## config.mk

```make
export PLATFORM = sky130hd
export DESIGN_NAME = cordic_nco_tdm
export DESIGN_NICKNAME = d
export VERILOG_FILES = /design/src/rtl/cordic_nco_pkg.sv /design/src/rtl/cordic_nco_tdm_rot_stage.sv /design/src/rtl/cordic_nco_tdm.sv
export SDC_FILE = /design/constraint.sdc
export NUM_CORES = 2
export LEC_CHECK = 0
export CORE_MARGIN = 1.5
export CORE_UTILIZATION = 65
export DETAILED_ROUTE_END_ITERATION = 10
export GPL_TIMING_DRIVEN = 0
export HOLD_SLACK_MARGIN = 0.15
export PLACE_DENSITY = 0.89
export REMOVE_ABC_BUFFERS = 1
export SETUP_SLACK_MARGIN = 0.1
export SLEW_MARGIN = 0
export SYNTH_ARGS = -nofsm -noshare
export SYNTH_HDL_FRONTEND = slang
export SYNTH_SLANG_ARGS = --single-unit
```

## constraint.sdc

```tcl
create_clock -name clk_i -period 8.8 [get_ports clk_i]
set_input_delay 0.88 -clock clk_i [delete_from_list [all_inputs] [get_ports clk_i]]
set_output_delay 0.88 -clock clk_i [all_outputs]
set_load 0.02 [all_outputs]
```

## src/rtl/cordic_nco_pkg.sv

```systemverilog
// Shared constants and constant functions for the TDM CORDIC NCO.
//   - CORDIC_K       : aggregate CORDIC gain compensation factor
//   - quad_e         : encoding of the two phase MSBs (quadrant)
//   - quad_needs_fold: quadrants that are folded by half a circle
//   - atan_angle()   : micro-rotation angle for stage idx in phase units
//   - x0_from_amp()  : pre-scaled start value that yields amplitude amp
package cordic_nco_pkg;

  localparam real CORDIC_K = 0.6072529;
  localparam real PI       = 3.14159265358979323846;

  typedef enum logic [1:0] {
    QUAD_0 = 2'b00,
    QUAD_1 = 2'b01,
    QUAD_2 = 2'b10,
    QUAD_3 = 2'b11
  } quad_e;

  // Quadrants 1 and 2 lie outside [-90, 90) degrees. They are rotated by
  // half a circle, and the result is negated afterwards.
  function automatic logic quad_needs_fold(input quad_e q);
    return (q == QUAD_1) || (q == QUAD_2);
  endfunction

  // round(atan(2^-idx) * 2^phase_w / (2*pi)).
  // The arctangent is built from its power series so that the function only
  // needs plain real arithmetic during elaboration.
  function automatic int atan_angle(input int idx, input int phase_w);
    real x;
    real xp;
    real x2;
    real sum;
    real scale;
    x = 1.0;
    for (int k = 0; k < idx; k++) x = x / 2.0;
    if (idx == 0) begin
      sum = PI / 4.0;
    end else begin
      sum = 0.0;
      xp  = x;
      x2  = x * x;
      for (int n = 0; n < 40; n++) begin
        if ((n % 2) == 0) sum = sum + xp / real'(2 * n + 1);
        else              sum = sum - xp / real'(2 * n + 1);
        xp = xp * x2;
      end
    end
    scale = 1.0;
    for (int k = 0; k < phase_w; k++) scale = scale * 2.0;
    return $rtoi(sum * scale / (2.0 * PI) + 0.5);
  endfunction

  // The start vector is pre-shrunk by K so the rotated output magnitude is amp.
  function automatic int x0_from_amp(input int amp);
    return $rtoi(real'(amp) * CORDIC_K + 0.5);
  endfunction

endpackage

```

## src/rtl/cordic_nco_tdm_rot_stage.sv

```systemverilog
// One registered CORDIC micro-rotation stage (rotation mode).
// Ports:
//   i_clk, i_rst       clock, synchronous active-high reset
//   i_x, i_y, i_z      incoming vector and residual angle
//   i_val, i_neg, i_ch sideband: valid, fold flag, channel tag
//   o_*                the same set, registered after one micro-rotation
module cordic_rot_stage #(
  parameter int XW    = 18,
  parameter int ZW    = 16,
  parameter int CHW   = 2,
  parameter int SHIFT = 0,
  parameter int ANGLE = 0
) (
  input  logic                 i_clk,
  input  logic                 i_rst,
  input  logic signed [XW-1:0] i_x,
  input  logic signed [XW-1:0] i_y,
  input  logic signed [ZW-1:0] i_z,
  input  logic                 i_val,
  input  logic                 i_neg,
  input  logic [CHW-1:0]       i_ch,
  output logic signed [XW-1:0] o_x,
  output logic signed [XW-1:0] o_y,
  output logic signed [ZW-1:0] o_z,
  output logic                 o_val,
  output logic                 o_neg,
  output logic [CHW-1:0]       o_ch
);

  localparam logic signed [ZW-1:0] ANG = ZW'(ANGLE);

  logic                 w_pos;
  logic signed [XW-1:0] w_xs;
  logic signed [XW-1:0] w_ys;

  logic signed [XW-1:0] r_x;
  logic signed [XW-1:0] r_y;
  logic signed [ZW-1:0] r_z;
  logic                 r_val;
  logic                 r_neg;
  logic [CHW-1:0]       r_ch;

  // z >= 0 rotates counter-clockwise (d = +1).
  assign w_pos = ~i_z[ZW-1];
  assign w_xs  = i_x >>> SHIFT;
  assign w_ys  = i_y >>> SHIFT;

  always_ff @(posedge i_clk) begin
    // NOTE: only the valid bit is reset; data registers are don't-care while
    // their valid is low, so resetting them would only add reset fan-out.
    if (i_rst) r_val <= 1'b0;
    else       r_val <= i_val;
    r_x   <= w_pos ? (i_x - w_ys) : (i_x + w_ys);
    r_y   <= w_pos ? (i_y + w_xs) : (i_y - w_xs);
    r_z   <= w_pos ? (i_z - ANG)  : (i_z + ANG);
    r_neg <= i_neg;
    r_ch  <= i_ch;
  end

  assign o_x   = r_x;
  assign o_y   = r_y;
  assign o_z   = r_z;
  assign o_val = r_val;
  assign o_neg = r_neg;
  assign o_ch  = r_ch;

endmodule

```

## src/rtl/cordic_nco_tdm.sv

```systemverilog
// Multi-channel TDM CORDIC NCO. CH_NUM phase accumulators are issued
// round-robin into one shared pipelined CORDIC rotator. Each output sample is
// tagged with its channel. The latency from issue to val_o is ITER_NUM+3.
// Ports:
//   clk_i, rst_i          clock, synchronous active-high reset
//   en_i                  issue one channel per cycle while high
//   phase_clr_i           zero all phase accumulators
//   cfg_we_i/cfg_ch_i     config write strobe / target channel
//   cfg_inc_i/cfg_ofs_i   phase increment / phase offset for that channel
//   cos_o, sin_o          signed outputs (sin_o is -sin when EN_SIN_N)
//   ch_o, val_o           channel tag and valid of the current output
module cordic_nco_tdm
  import cordic_nco_pkg::*;
#(
  parameter int  CH_NUM   = 4,
  parameter int  P_INC_W  = 16,
  parameter int  ODAT_W   = 16,
  parameter int  ITER_NUM = 16,
  parameter int  AMP      = 32000,
  parameter bit  EN_SIN_N = 1'b0,
  localparam int CH_W     = (CH_NUM > 1) ? $clog2(CH_NUM) : 1
) (
  input  logic                     clk_i,
  input  logic                     rst_i,
  input  logic                     en_i,
  input  logic                     phase_clr_i,
  input  logic                     cfg_we_i,
  input  logic [CH_W-1:0]          cfg_ch_i,
  input  logic [P_INC_W-1:0]       cfg_inc_i,
  input  logic [P_INC_W-1:0]       cfg_ofs_i,
  output logic signed [ODAT_W-1:0] cos_o,
  output logic signed [ODAT_W-1:0] sin_o,
  output logic [CH_W-1:0]          ch_o,
  output logic                     val_o
);

  localparam int XW = ODAT_W + 2;
  localparam logic signed [XW-1:0]  X0      = XW'(x0_from_amp(AMP));
  localparam logic [P_INC_W-1:0]    HALF    = {1'b1, {(P_INC_W-1){1'b0}}};
  localparam logic signed [XW-1:0]  SAT_MAX = XW'((2 ** (ODAT_W - 1)) - 1);
  localparam logic signed [XW-1:0]  SAT_MIN = XW'(-(2 ** (ODAT_W - 1)));

  // ---------------------------------------------------------------------
  // Sequencer and per-channel registers
  // ---------------------------------------------------------------------
  logic [CH_W-1:0]    r_ptr;
  logic [P_INC_W-1:0] r_acc [CH_NUM];
  logic [P_INC_W-1:0] r_inc [CH_NUM];
  logic [P_INC_W-1:0] r_ofs [CH_NUM];
  logic               w_cfg_hit;

  // Writes to channel indices that do not exist are dropped.
  assign w_cfg_hit = cfg_we_i && (int'(cfg_ch_i) < CH_NUM);

  always_ff @(posedge clk_i) begin
    if (rst_i)                              r_ptr <= '0;
    else if (en_i && int'(r_ptr) == CH_NUM - 1) r_ptr <= '0;
    else if (en_i)                          r_ptr <= r_ptr + 1'b1;
  end

  always_ff @(posedge clk_i) begin
    // NOTE: this small register file has a reset loop, unlike a RAM, because
    // every channel must restart from a known zero phase and zero config.
    if (rst_i) begin
      for (int c = 0; c < CH_NUM; c++) begin
        r_acc[c] <= '0;
        r_inc[c] <= '0;
        r_ofs[c] <= '0;
      end
    end else begin
      // A clear wins over the issuing channel's accumulator update.
      if (phase_clr_i) begin
        for (int c = 0; c < CH_NUM; c++) r_acc[c] <= '0;
      end else if (en_i) begin
        r_acc[r_ptr] <= r_acc[r_ptr] + r_inc[r_ptr];
      end
      // The issue in this cycle has already read the old inc/ofs.
      if (w_cfg_hit) begin
        r_inc[cfg_ch_i] <= cfg_inc_i;
        r_ofs[cfg_ch_i] <= cfg_ofs_i;
      end
    end
  end

  // ---------------------------------------------------------------------
  // Stage A: phase = acc + ofs of the issued channel
  // ---------------------------------------------------------------------
  logic [P_INC_W-1:0] r_a_phase;
  logic [CH_W-1:0]    r_a_ch;
  logic               r_a_val;

  always_ff @(posedge clk_i) begin
    if (rst_i) r_a_val <= 1'b0;
    else       r_a_val <= en_i;
    r_a_phase <= r_acc[r_ptr] + r_ofs[r_ptr];
    r_a_ch    <= r_ptr;
  end

  // ---------------------------------------------------------------------
  // Stage B: fold into [-90, 90) degrees
  // ---------------------------------------------------------------------
  quad_e                      w_quad;
  logic                       w_fold;
  logic signed [P_INC_W-1:0]  r_b_z;
  logic                       r_b_neg;
  logic [CH_W-1:0]            r_b_ch;
  logic                       r_b_val;

  assign w_quad = quad_e'(r_a_phase[P_INC_W-1 -: 2]);
  assign w_fold = quad_needs_fold(w_quad);

  always_ff @(posedge clk_i) begin
    if (rst_i) r_b_val <= 1'b0;
    else       r_b_val <= r_a_val;
    r_b_z   <= w_fold ? (r_a_phase - HALF) : r_a_phase;
    r_b_neg <= w_fold;
    r_b_ch  <= r_a_ch;
  end

  // ---------------------------------------------------------------------
  // CORDIC rotator chain
  // ---------------------------------------------------------------------
  logic signed [XW-1:0]      w_x   [ITER_NUM+1];
  logic signed [XW-1:0]      w_y   [ITER_NUM+1];
  logic signed [P_INC_W-1:0] w_z   [ITER_NUM+1];
  logic                      w_val [ITER_NUM+1];
  logic                      w_neg [ITER_NUM+1];
  logic [CH_W-1:0]           w_ch  [ITER_NUM+1];

  assign w_x[0]   = X0;
  assign w_y[0]   = '0;
  assign w_z[0]   = r_b_z;
  assign w_val[0] = r_b_val;
  assign w_neg[0] = r_b_neg;
  assign w_ch[0]  = r_b_ch;

  for (genvar i = 0; i < ITER_NUM; i++) begin : g_stage
    cordic_rot_stage #(
      .XW    (XW),
      .ZW    (P_INC_W),
      .CHW   (CH_W),
      .SHIFT (i),
      .ANGLE (atan_angle(i, P_INC_W))
    ) u_stage (
      .i_clk (clk_i),
      .i_rst (rst_i),
      .i_x   (w_x[i]),
      .i_y   (w_y[i]),
      .i_z   (w_z[i]),
      .i_val (w_val[i]),
      .i_neg (w_neg[i]),
      .i_ch  (w_ch[i]),
      .o_x   (w_x[i+1]),
      .o_y   (w_y[i+1]),
      .o_z   (w_z[i+1]),
      .o_val (w_val[i+1]),
      .o_neg (w_neg[i+1]),
      .o_ch  (w_ch[i+1])
    );
  end

  // ---------------------------------------------------------------------
  // Output stage: undo the fold, optional sin negation, saturate
  // ---------------------------------------------------------------------
  logic signed [XW-1:0] w_xo;
  logic signed [XW-1:0] w_yo;
  logic signed [XW-1:0] w_so;

  assign w_xo = w_neg[ITER_NUM] ? -w_x[ITER_NUM] : w_x[ITER_NUM];
  assign w_yo = w_neg[ITER_NUM] ? -w_y[ITER_NUM] : w_y[ITER_NUM];
  assign w_so = EN_SIN_N ? -w_yo : w_yo;

  function automatic logic signed [ODAT_W-1:0] sat(input logic signed [XW-1:0] v);
    if (v > SAT_MAX) return SAT_MAX[ODAT_W-1:0];
    if (v < SAT_MIN) return SAT_MIN[ODAT_W-1:0];
    return v[ODAT_W-1:0];
  endfunction

  always_ff @(posedge clk_i) begin
    if (rst_i) begin
      cos_o <= '0;
      sin_o <= '0;
      ch_o  <= '0;
      val_o <= 1'b0;
    end else begin
      val_o <= w_val[ITER_NUM];
      if (w_val[ITER_NUM]) begin
        cos_o <= sat(w_xo);
        sin_o <= sat(w_so);
        ch_o  <= w_ch[ITER_NUM];
      end
    end
  end

endmodule

```

-- After elaboration in Yosys (flattened, before gate mapping)
Memory sizes are Yosys's and may differ from the RTL's. A register that Yosys moved wholly into a read port is not among the register bits.
Cells that the tools add are included.
- equal/unequal tests: 3
- shift operators: 0
- bitwise operators: 4
- magnitude comparators: 4
- mux-type cells: 102
- multipliers: 0
- divide/modulo/power cells: 0
- reductions and logical operators: 6
- $add $sub $neg: 96
- operators by type and width (kind ; count):
    $mux W18 ; 33
    $mux W16 ; 31
    $reduce_or A16 Y1 ; 3
    $add A18 B10 Y18 ; 2
    $add A18 B11 Y18 ; 2
    $add A18 B12 Y18 ; 2
    $add A18 B13 Y18 ; 2
    $add A18 B14 Y18 ; 2
    $add A18 B15 Y18 ; 2
    $add A18 B16 Y18 ; 2
    $add A18 B3 Y18 ; 2
    $add A18 B4 Y18 ; 2
    $add A18 B5 Y18 ; 2
    $add A18 B6 Y18 ; 2
    $add A18 B7 Y18 ; 2
    $add A18 B8 Y18 ; 2
    $add A18 B9 Y18 ; 2
    $gt A18 B16 Y1 const B ; 2
    $lt A18 B16 Y1 const B ; 2
    $neg A18 Y18 ; 2
    $sub A18 B10 Y18 ; 2
    $sub A18 B11 Y18 ; 2
    $sub A18 B12 Y18 ; 2
    $sub A18 B13 Y18 ; 2
    other kinds (53) ; 106
- memory bits (writable): 192
- logic and storage cells: 324
- input port bits: 39
- bits in latches: 0
- output and inout port bits: 35
- memories kept: 3
- flip-flop bits (word level): 938
- ROM bits: 0
- memories (memory ; depth ; width ; rd ports ; clocked after Yosys merged registers in ; wr ports ; line ; RTL):
    r_acc ; 4 ; 16 ; 1 ; 1 ; 4 ; cordic_nco_tdm.sv:47 ; logic [P_INC_W-1:0] r_acc [CH_NUM];
    r_inc ; 4 ; 16 ; 1 ; 1 ; 4 ; cordic_nco_tdm.sv:48 ; logic [P_INC_W-1:0] r_inc [CH_NUM];
    r_ofs ; 4 ; 16 ; 1 ; 1 ; 4 ; cordic_nco_tdm.sv:49 ; logic [P_INC_W-1:0] r_ofs [CH_NUM];

-- Logic depth before layout (Yosys ltp)
- depth in word-level cells: 11
- gate-level depth with buffers: 16
- depth with buffers taken out: 16

-- Cells and area by module
Synthesis repeated with hierarchy kept, for this count alone.
- cell total of the unflattened synthesis: 8140
- area total of the unflattened synthesis: 75448.6 um^2
- modules (own cells, without submodules) (module ; area an instance (um^2) ; times used ; cells each ; seq. area each (um^2)):
    cordic_nco_tdm ; 12550.8 ; 1 ; 984 ; 7327.0
    cordic_rot_stage (g_stage[2].u_stage) ; 4211.5 ; 1 ; 496 ; 1121.1
    cordic_rot_stage (g_stage[3].u_stage) ; 4124.0 ; 1 ; 474 ; 1121.1
    cordic_rot_stage (g_stage[14].u_stage) ; 4046.4 ; 1 ; 464 ; 1121.1
    cordic_rot_stage (g_stage[12].u_stage) ; 4040.1 ; 1 ; 474 ; 1121.1
    cordic_rot_stage (g_stage[6].u_stage) ; 4031.4 ; 1 ; 450 ; 1121.1
    cordic_rot_stage (g_stage[8].u_stage) ; 4030.1 ; 1 ; 449 ; 1121.1
    cordic_rot_stage (g_stage[1].u_stage) ; 4020.1 ; 1 ; 465 ; 1121.1
    cordic_rot_stage (g_stage[4].u_stage) ; 4002.6 ; 1 ; 455 ; 1121.1
    cordic_rot_stage (g_stage[10].u_stage) ; 3991.3 ; 1 ; 449 ; 1121.1
    cordic_rot_stage (g_stage[7].u_stage) ; 3987.6 ; 1 ; 435 ; 1121.1
    cordic_rot_stage (g_stage[5].u_stage) ; 3972.6 ; 1 ; 452 ; 1121.1
    cordic_rot_stage (g_stage[11].u_stage) ; 3930.0 ; 1 ; 446 ; 1121.1
    cordic_rot_stage (g_stage[13].u_stage) ; 3928.8 ; 1 ; 459 ; 1121.1
    +3 rows ; -- ; -- ; -- ; --

-- Worst setup path after synthesis
Ideal clock, no wire load.
- path type: flip-flop to flip-flop
- from: reg with a tool-made name
- to: mem r_acc[3][14] (data pin)
- setup time: 265 ps
- stages on the path, launching flop included: 12
- clock period less this slack: 4160 ps
- required time: 8535 ps
- setup slack: 4640 ps
- arrival: 3895 ps
- buffers on the path: 2
- cell sequence: dfxtp_1 buf_1 buf_1 mux4_2 ha_1 and4_1 a211oi_1 a21boi_0 a21oi_1 a311o_1 a21oi_1 nor2_1
- RTL lines (element ; line):
    to (decl) ; cordic_nco_tdm.sv:47

-- Worst setup path after layout
- from: reg g_stage[8].u_stage.r_z[15]
- to: reg g_stage[9].u_stage.r_x[17]
- longest elaborated chain between the ends: 1
- ends and longest elaborated chain (element ; line ; RTL):
    from (decl) ; cordic_nco_tdm_rot_stage.sv:38 ; logic signed [ZW-1:0] r_z;
    from (signal assigned) ; cordic_nco_tdm_rot_stage.sv:55 ; r_z <= w_pos ? (i_z - ANG) : (i_z + ANG);
    $mux W18 ; cordic_nco_tdm_rot_stage.sv:53 ; r_x <= w_pos ? (i_x - w_ys) : (i_x + w_ys);
    to (signal assigned) ; cordic_nco_tdm_rot_stage.sv:53 ;
    to (decl) ; cordic_nco_tdm_rot_stage.sv:36 ; logic signed [XW-1:0] r_x;
Every way passes these cells.
A chain may end at the register's enable or synchronous reset.

==> out/metrics.cfg <==
[status]
status=finished, final reports clean

[drt]
first_pass_iters=8
final_antenna_net_count=0
avgViaCountPerCell=6.13
wl_per_cell_um=18.8
wirelength_um=152000
via_count=49461
dr.first_iter.drc_count=4209
route.detailed.drc=0

[worst_setup_path]
reg2reg_slack_ps=4230
slowest_stage=dfxtp_1
crit_chain=clkinv_1 > o21ai_0 > xnor2_1 > ha_1 > a21o_1 > a21o_1 > a21oi_1 > o21ai_0 > o21a_1 > a311o_1 > a21oi_1 > xnor2_1
end_kind=flip-flop
critPathRequiredTime_ps=9400
critPathMaxFanout=26
max_stage_delay_ps=980
crit_type=reg -> reg
cp.arrival_ps=5180
critPathLaunchType=flip-flop

[timing]
tightest_slew_ps=1350
setup_violations=0
finalCritPeriodShare=0.520
finalMaxSlewViolations=0
timing.fmax_mhz=219
finClkSkew_ps=57.9
hold_viol=0
rsz0062_at_grt=false
slew_headroom=0.102
timing.final.crit_period_ps=4570

[yosys]
yosysMostFrequentCell=dfxtp_1
synth.area.top_cells=dfxtp_1, ha_1, edfxtp_1
yosysSeqAreaShare=0.374
synth_top_area_cell=dfxtp_1
synth-xor-area-share=0.111
syn_inst=6606
synth_seq_cells=1086
synth_cell_types=80
synth_ff_type=dfxtp_1
avgSynthCellArea_um2=9.58
syn_area_um2=63300
synth_mux_area_frac=0.0259
synthSimpleGateAreaFrac=0.120
synthAdderAreaFrac=0.167
yosysWarnings=0
synth_top_family_by_area=compound AO/OA/AOI/OAI gates
synth-compound-area-share=0.174
synth_edf_count=192
synth_common_cells=dfxtp_1, ha_1, a21oi_1
synthArstFlopShare=0
netlist.area_leader.share=0.283

[clock_network]
clk-insertion-delay-late_ps=740
h-tree-depth=3
numCtsBuffers=110
hold_buffers=0
cts_resized=0
post-cts-setup-buffers=0
cts_tree=yes
root_buffer=clkbuf_16
cts_buffer_depth=3
numClockSinks=1086
clk_pin_slew_ps=60

[floorplanning]
floorplan.initialDensity=0.655
ios=74
core_um2=96600
die_y_um=315
dieArea_um2=99200
die_w_um=315
rows=114

[place]
hpwl_um=110000
io_buffers=73
gp_congestion=0.935

[grt]
grt_first_pass_wirelength_um=245000
antenna_found_initial=1
grt_max_degree=43
grt_pass1_vias=49247
overflow=0
track_usage=0.302

[layout]
layout-drive-gt1-share=0.0468
num_antenna_cells=0
nets=7551
area_delta_synth_final_pct=9.47
final_util=0.717

[flow_run]
cap_viol_max_count=0

[min_path]
hold_class=reg -> reg

area by class of cell:
class / instances / area (um2)
clock inverters: 61 / 830
well taps: 1276 / 1600
multi-input cells: 5050 / 37800
clock buffers: 146 / 3110
repair buffers: 79 / 831
flip-flops and latches: 1086 / 23700
inverters: 371 / 1390
fillers: 6499 / 27300
registers in the layout, indices dropped and copies added (netlist names), 16 cells and up, named ones only:
signal / cells
cos_o: 16
g_stage.u_stage.o_ch: 32
g_stage.u_stage.o_neg: 16
g_stage.u_stage.o_val: 16
g_stage.u_stage.o_x: 260
g_stage.u_stage.o_y: 267
g_stage.u_stage.o_z: 225
r_a_phase: 16
r_acc: 64
r_b_z: 16
r_inc: 64
r_ofs: 64
sin_o: 16
final timing paths:
| path | depth (start not counted) | startpoint | endpoint |
|---|---|---|---|
| worst min register to register | 0 | g_stage[3].u_stage.o_neg | g_stage[4].u_stage.o_neg |
| worst max register to register | 12 | g_stage[8].u_stage.o_z[15] | g_stage[9].u_stage.o_x[17] |
| worst max-delay path | 12 | g_stage[8].u_stage.o_z[15] | g_stage[9].u_stage.o_x[17] |
| worst min-delay path | 0 | g_stage[3].u_stage.o_neg | g_stage[4].u_stage.o_neg |
cell usage in the layout (no fill, tap or decap), types with 30 or more instances in the layout:
cell type,n
a21boi_0,36
clkbuf_16,111
o21bai_1,91
nor2b_1,133
nor2_1,604
o31ai_1,30
mux4_2,48
a21o_1,175
dfxtp_1,889
xor2_1,256
nor3_1,143
edfxtp_1,192
a21oi_1,620
nand3_1,57
or3_1,39
nand2_1,265
mux2i_1,30
ha_1,767
nand2b_1,70
o21a_1,159
inv_1,368
xnor2_1,549
and2_1,147
a211oi_1,48
clkdlybuf4s50_1,72
a31oi_1,40
fa_1,47
o21ai_0,326
worst max-delay path, delay by kind of cell, from the launching register on:
kind / cells / cell delay, ps
XOR/XNOR: 2 / 360
AO/OA/AOI/OAI: 8 / 1910
buffers and inverters: 1 / 900
adder cells (fa/ha/maj): 1 / 320
flip-flops: 1 / 980
kinds of logic after synthesis:
logic type      after synthesis
mux                         101
other cells                   1
xor+xnor                    805
compound gates             1753
fa+ha+maj                   814
flops                      1086
buf+inv                     470
simple gates               1576
per-layer routing:
layer / wire length (um) / global-route usage
met1: 59000 / 0.347
met2: 75600 / 0.541
met3: 9790 / 0.0441
met4: 7560 / 0.155
met5: 13 / 0
stage by stage:
| stage | TNS (ps) | instance area [um2] | hold WS [ps] | setup slack (ps) | instances |
|---|---|---|---|---|---|
| detailed placement | 0 | 65300 | 312 | 4440 | 7862 |
| global placement | -5740 | 65200 | 310 | -183 | 7856 |
| CTS | 0 | 69300 | 301 | 4340 | 8069 |
| floorplan | 0 | 62900 | 310 | 3840 | 6507 |
| finish | 0 | 69300 | 315 | 4230 | 8069 |
| global route | 0 | 69300 | 309 | 4000 | 8069 |
Power is not shown: default switching activity piles up to over one toggle a cycle in this logic, so the estimate is an artifact.
